**src/rtl/turn_controller.sv**
```systemverilog
// Connect Four turn sequencer: cursor movement, column fill tracking, board write
// and win-check handshake for one move at a time, plus win/draw end-of-game state.
module turn_controller #(
   parameter int COLS = 7,
   parameter int ROWS = 6
) (
   input  logic       clk_i,
   input  logic       reset_i,
   input  logic       left_i,
   input  logic       right_i,
   input  logic       enter_i,
   input  logic       chk_done_i,
   input  logic       chk_win_i,
   output logic [2:0] cursor_o,
   output logic       player_o,
   output logic       wr_en_o,
   output logic [2:0] wr_col_o,
   output logic [2:0] wr_row_o,
   output logic       wr_player_o,
   output logic       chk_start_o,
   output logic       game_over_o,
   output logic       draw_o,
   output logic       winner_o
);

   localparam logic [2:0] LastCol    = 3'(COLS - 1);
   localparam logic [2:0] CursorInit = 3'(COLS / 2);
   localparam logic [2:0] FullHeight = 3'(ROWS);
   localparam logic [5:0] AllMoves   = 6'(COLS * ROWS);

   typedef enum logic [2:0] {
      SELECT,
      DROP,
      CHK_START,
      CHK_WAIT,
      OVER
   } state_e;

   state_e     state_q, state_d;
   logic [2:0] cursor_q, cursor_d;
   logic       player_q, player_d;
   logic [5:0] moves_q, moves_d;
   logic [2:0] wrCol_q, wrCol_d;
   logic [2:0] wrRow_q, wrRow_d;
   logic       wrPlayer_q, wrPlayer_d;
   logic       draw_q, draw_d;
   logic       winner_q, winner_d;
   logic [2:0] height_q [COLS];
   logic       clearHeights;
   logic       bumpHeight;

   always_comb begin
      state_d      = state_q;
      cursor_d     = cursor_q;
      player_d     = player_q;
      moves_d      = moves_q;
      wrCol_d      = wrCol_q;
      wrRow_d      = wrRow_q;
      wrPlayer_d   = wrPlayer_q;
      draw_d       = draw_q;
      winner_d     = winner_q;
      clearHeights = 1'b0;
      bumpHeight   = 1'b0;

      case (state_q)
         SELECT: begin
            // enter freezes the cursor even when the column is full and the drop is refused
            if (enter_i) begin
               if (height_q[cursor_q] < FullHeight) begin
                  wrCol_d    = cursor_q;
                  wrRow_d    = height_q[cursor_q];
                  wrPlayer_d = player_q;
                  state_d    = DROP;
               end
            end else if (left_i && !right_i) begin
               cursor_d = (cursor_q == 3'd0) ? LastCol : cursor_q - 3'd1;
            end else if (right_i && !left_i) begin
               cursor_d = (cursor_q == LastCol) ? 3'd0 : cursor_q + 3'd1;
            end
         end
         DROP: begin
            bumpHeight = 1'b1;
            moves_d    = moves_q + 6'd1;
            state_d    = CHK_START;
         end
         CHK_START: begin
            state_d = CHK_WAIT;
         end
         CHK_WAIT: begin
            if (chk_done_i) begin
               if (chk_win_i) begin
                  winner_d = player_q;
                  state_d  = OVER;
               end else if (moves_q == AllMoves) begin
                  draw_d  = 1'b1;
                  state_d = OVER;
               end else begin
                  player_d = ~player_q;
                  state_d  = SELECT;
               end
            end
         end
         OVER: begin
            // winner deliberately survives the restart so it can still be shown
            if (enter_i) begin
               state_d      = SELECT;
               cursor_d     = CursorInit;
               player_d     = 1'b0;
               moves_d      = '0;
               draw_d       = 1'b0;
               clearHeights = 1'b1;
            end
         end
         default: begin
            state_d = SELECT;
         end
      endcase
   end

   always_ff @(posedge clk_i) begin
      if (!reset_i) begin
         state_q    <= SELECT;
         cursor_q   <= CursorInit;
         player_q   <= 1'b0;
         moves_q    <= '0;
         wrCol_q    <= '0;
         wrRow_q    <= '0;
         wrPlayer_q <= 1'b0;
         draw_q     <= 1'b0;
         winner_q   <= 1'b0;
      end else begin
         state_q    <= state_d;
         cursor_q   <= cursor_d;
         player_q   <= player_d;
         moves_q    <= moves_d;
         wrCol_q    <= wrCol_d;
         wrRow_q    <= wrRow_d;
         wrPlayer_q <= wrPlayer_d;
         draw_q     <= draw_d;
         winner_q   <= winner_d;
      end
   end

   always_ff @(posedge clk_i) begin
      if (!reset_i || clearHeights) begin
         for (int c = 0; c < COLS; c++) begin
            height_q[c] <= '0;
         end
      end else if (bumpHeight) begin
         height_q[wrCol_q] <= height_q[wrCol_q] + 3'd1;
      end
   end

   assign cursor_o    = cursor_q;
   assign player_o    = player_q;
   assign wr_en_o     = (state_q == DROP);
   assign wr_col_o    = wrCol_q;
   assign wr_row_o    = wrRow_q;
   assign wr_player_o = wrPlayer_q;
   assign chk_start_o = (state_q == CHK_START);
   assign game_over_o = (state_q == OVER);
   assign draw_o      = draw_q;
   assign winner_o    = winner_q;

endmodule

```
**config.mk**
```make
export PLATFORM = sky130hd
export DESIGN_NAME = turn_controller
export DESIGN_NICKNAME = d
export VERILOG_FILES = /design/src/rtl/turn_controller.sv
export SDC_FILE = /design/constraint.sdc
export NUM_CORES = 1
export LEC_CHECK = 0
export CAP_MARGIN = 20
export CORE_MARGIN = 1
export CORE_UTILIZATION = 45
export CTS_CLUSTER_SIZE = 40
export DETAILED_ROUTE_END_ITERATION = 10
export HOLD_SLACK_MARGIN = 0.05
export PLACE_DENSITY = 0.65
export SETUP_SLACK_MARGIN = 0.4
export SLEW_MARGIN = 20
export SYNTH_ARGS = -nofsm -noshare
export SYNTH_HDL_FRONTEND = slang
export SYNTH_SLANG_ARGS = --single-unit
export TNS_END_PERCENT = 20
```
**constraint.sdc**
```tcl
create_clock -name clk_i -period 2.08 [get_ports clk_i]
set_input_delay 0.624 -clock clk_i [delete_from_list [all_inputs] [get_ports clk_i]]
set_output_delay 0.624 -clock clk_i [all_outputs]
set_load 0.005 [all_outputs]
```
* Yosys cells after proc, flatten, opt, wreduce, memory -nomap -nowiden
Memories as Yosys holds them, arrays and structs flattened. A register that Yosys moved wholly into a read port is not among the register bits.
Index checks and enable logic that the tools add are counted.
** Word-level totals
- Logic and storage cells :: 90
- Memories kept :: 1
- Flip-flop bits (word level) :: 22
- Bits in writable memories :: 21
- Input bits :: 7
** Operators by class
- Order comparisons :: 1
- Add/sub/neg operators :: 4
- Reduce and logical (&&, ||, !) cells :: 19
- Muxes and demuxes :: 40
- Bitwise operators :: 1
- Eq/ne operators :: 15
** Memories
- height_q :: words 7, width 3, read ports 2, clocked after memory_dff 2, wr ports 7, line 48 : logic [2:0] height_q [COLS];
** Operator list (number)
- 2-to-1 mux 3 bit :: 18
- 2-to-1 mux 1 bit :: 16
- != test 2 bit (second input constant) :: 8
- one-hot mux 3 bit (5 select lines) :: 1
- one-hot mux 6 bit (2 select lines) :: 1
- AND reduction 5 bit :: 2
- AND reduction 4 bit :: 2
- adder 3 x 1 -> 3 bit (second input constant) :: 2
- adder 6 x 1 -> 6 bit (second input constant) :: 1
- equality test 3 x 2 -> 1 bit (second input constant) :: 2
- equality test 3 bit (second input constant) :: 2
- equality test 6 bit (second input constant) :: 1
- logical NOT 3 bit :: 2
- 2-to-1 mux 6 bit :: 1
- one-hot mux 3 bit (2 select lines) :: 1
- AND reduction 3 bit :: 2
- nonzero test 2 bit :: 3
- one-hot mux 1 bit (2 select lines) :: 2
- equality test 3 x 1 -> 1 bit (second input constant) :: 1
- logical NOT 1 bit :: 3
- less-than comparator 3 bit (second input constant) :: 1
- != test 3 bit (second input constant) :: 1
- OR reduction 3 bit :: 1
- subtractor 3 x 1 -> 3 bit (second input constant) :: 1
- 4 further kinds :: 5

* Depth between registers and ports, before layout
- Depth in word-level cells :: 8
- Gate-level depth with buffers :: 7
- Gate-level depth less buffers :: 7

* Least setup slack after synthesis
Ideal clock, no wire load.
- Kind :: input to register
- Start :: in right_i
- End :: reg with a tool-made name
- Stages :: 7
- Path buffers :: 0
- Setup slack :: 0.035 ns
- Required time :: 1.944 ns
- Data arrival time :: 1.910 ns
- Path through :: inv_1 > ha_1 > or3_1 > a211oi_2 > o21ai_0 > o22ai_1 > nand2_1
** RTL lines
- from (decl) :: line 10 : input logic right_i,

==> results.md <==
* Switching share of total power at about 28%
* Layout cells sized above 1 at about 36%
* Antenna violations before repair at 0
* Max-cap violations at 0
* Peak VDD IR at approximately 0.46 mV
* Synth warn at 0
* Placed cells at about 360
* Final hold vios at 0
* RR Endpoint: height_q[1][2]
* Worst Path Max Fanout at 6
* Sequential fraction of the synthesis area at 47.6%
* Highest clock rate at roughly 0.51 GHz
* Syn_nets at 260
* Hold path start: wr_row_o[0]
* H-tree depth at 2
* Startpoint Class: flop
* Pint at between 0.0015 and 0.002 W
* DR vias/cell at roughly 5.5
* Reg2Reg Depth at 6
* Post-Route WL at 6040 µm
* Die span in y at a little under 80 µm
* TritonCTS clock tree: built
* Commonest non-fill, non-tap cell in the layout: buf_4
* Die X-Extent at between 70 and 80 µm
* Slew Viols, Final at 0
* Final nets at 321
* I/O pins at 23
* Critical Path AT at a little over 2 ns
* Core area at ~5600 µm²
* TritonRoute pass-1 iters at 4
* DR vias at between 2k and 2.5k
* Crit. End Element: flop
* WP data required at between 2 and 2.5 ns
* Initial Utilization at 47.1%
* GR Util All Layers at between 10% and 20%
* Switching power at between 0.0006 and 0.0007 W
* Hpwl dp at 4310 µm
* Placer Congestion at about 0.81
* Status: completed
* Pwr Density at between 600 and 700 nW/µm²
* WHS Path Cells at 2
* CTS buffer count at 5
* FF+latch count, synth at 52
* WHS Endpoint: wr_row_o[0]
* Worst Tran Pin Value at about 0.33 ns
* Largest net degree at the start of global routing at 18
* Post-Synthesis Cells at 244
* Antenna fix cells at 0
* Fin worst setup slack at 0.102 ns
* Antenna Violating Nets Remaining at 0
* Synth-to-Final Area Change at 32.8%
* CTS clk-pin slew, worst paths at ~0.10 ns
* Gr ovfl total at 0
* Clk_lat worst skew at between 0.3 and 0.4 ns
* CTS Buffer Depth at 2
* Logic pwr share at between 20% and 30%
* Worst rel slew slack at 78.3%
* Vias in the first global route at 1,905
* First-pass GRT wire length at 9200 µm
* Primary FF master, synth: dfxtp_1
* Mapped Area at between 2000 and 3000 µm²
* RSZ-0062 raised after global routing: yes
* Row count at 27
* Async SR Flop Fraction at 0%
* Hold buffer count at cts at 0
* Wire per inst at about 16 µm
* Register-to-register setup slack at about 0.10 ns
* Setup violations, final at 0
* Fin crit period at approximately 2.0 ns
* Count of different cell masters after synthesis at 53
* EDFF count, synth at 21
* # clock sinks at between 50 and 60
* Fin crit share at 95.1%
* Worst hold path class: reg2reg
* Sequential share of power at 49.4%
* Initial DRC Count at 93
* Critical Setup Path Class: reg2reg
* Most frequent cells in the layout: buf_4 (37), nand2_1 (31), nor2_1 (23)
* Leakage at about 1.4 nW
* Die area at 6150 µm²
* Post-Route Utilization at between 60% and 70%
* Non-Filler Instances at between 300 and 400
* Clk root buf: clkbuf_8
* IO buf count at 22
* Mean Syn Cell Area at 10.8 µm²
* Hold_ws at between 0.4 and 0.5 ns
* Clock Skew at between 0.015 and 0.02 ns
* DRC violations left at 0
* Post-place setup slack at -0.471 ns
* Clock power frac at between 20 and 30%
-- cell families after synthesis --
| family | Yosys count | synth area share, % |
|---|---|---|
| AND/OR/NAND/NOR | 102 | 19.1 |
| flip-flops | 52 | 47.6 |
| AO/OA/AOI/OAI | 35 | 8.90 |
| buffers and inverters | 21 | 3.95 |
| multiplexers | 20 | 14.5 |
| adder cells (fa/ha/maj) | 9 | 4.29 |
| XOR/XNOR | 5 | 1.67 |
-- worst max-delay path, stage by stage, from the launching register on --
cell and delay [ns]:
dfxtp_4 0.41, mux4_2 0.51, mux2_4 0.30, ha_4 0.18, xnor2_4 0.15, nand2_4 0.14
nor2_2 0.05
-- per-layer routing --
layer	GRT usage [%]	routed length [µm]
met2	31.8	2950
met4	5.74	57
met1	27.1	2780
met5	0	0
met3	4.07	240
-- worst max-delay path by stage --
stage | cells past startpoint | end | start
after floorplan | 7 | height_q[2][2] | flop
after global placement | 9 | flop | right_i
after detailed placement | 9 | cursor_o[1] | right_i
after CTS | 1 | cursor_o[2] | cursor_o[2]
after global routing | 6 | height_q[4][2] | flop
final | 6 | height_q[1][2] | flop
-- cell usage after synthesis, types with 2 or more instances --
| cell type | instances | area (µm²) |
|---|---|---|
| o21a_1 | 2 | 15.0 |
| o21ai_1 | 5 | 25.0 |
| mux4_2 | 6 | 135 |
| nand3b_1 | 3 | 22.5 |
| o21ai_0 | 4 | 20.0 |
| edfxtp_1 | 21 | 631 |
| nand4_1 | 2 | 12.5 |
| mux4_1 | 6 | 158 |
| and2_1 | 3 | 18.8 |
| clkbuf_1 | 4 | 15.0 |
| mux2i_1 | 5 | 50.1 |
| a21boi_0 | 3 | 22.5 |
| ha_1 | 9 | 113 |
| inv_1 | 11 | 41.3 |
| nand2b_1 | 4 | 25.0 |
| nor2b_1 | 4 | 25.0 |
| dfxtp_1 | 31 | 621 |
| nand2_1 | 34 | 128 |
| mux2_2 | 2 | 22.5 |
| a31oi_1 | 2 | 12.5 |
| xor2_1 | 4 | 35.0 |
| nor2_1 | 28 | 105 |
| buf_2 | 2 | 10.0 |
| nor3b_1 | 3 | 22.5 |
| nand3_1 | 10 | 50.1 |
| a21oi_1 | 5 | 25.0 |
| o22ai_1 | 5 | 31.3 |
-- through the flow --
stage / TNS, ns / instance area, µm² / total power [W]
2_1_floorplan: 0 / 2670 / 0.00149
3_3_place_gp: -7.75 / 3160 / 0.00168
3_5_place_dp: -9.79 / 3160 / 0.00169
4_1_cts: 0 / 3380 / 0.00240
5_1_grt: 0 / 3490 / 0.00253
6_report: 0 / 3490 / 0.00243
-- repair_timing --
action	CTS	global route
buffers inserted	4	4
pin swaps	9	7
gates cloned	0	1
gates resized for setup	48	20
setup endpoints to repair	79	78
-- power by group through the flow --
stage	Clock (W)	Sequential (W)	Combinational, W
2_1_floorplan	0	0.00119	0.000305
3_3_place_gp	0	0.00122	0.000462
3_5_place_dp	0	0.00122	0.000470
4_1_cts	0.000678	0.00120	0.000517
5_1_grt	0.000721	0.00121	0.000599
6_report	0.000670	0.00120	0.000557
-- cell type report --
type / count / area (µm²)
inverter: 12 / 58.8
timing repair buffer: 62 / 531
fill: 446 / 2080
multi-input combinational: 172 / 1420
sequential: 52 / 1270
clock inverter: 2 / 17.5
tap: 72 / 90.1
clock buffer: 6 / 93.8
No activity file was read; power rests on OpenSTA's default activity.
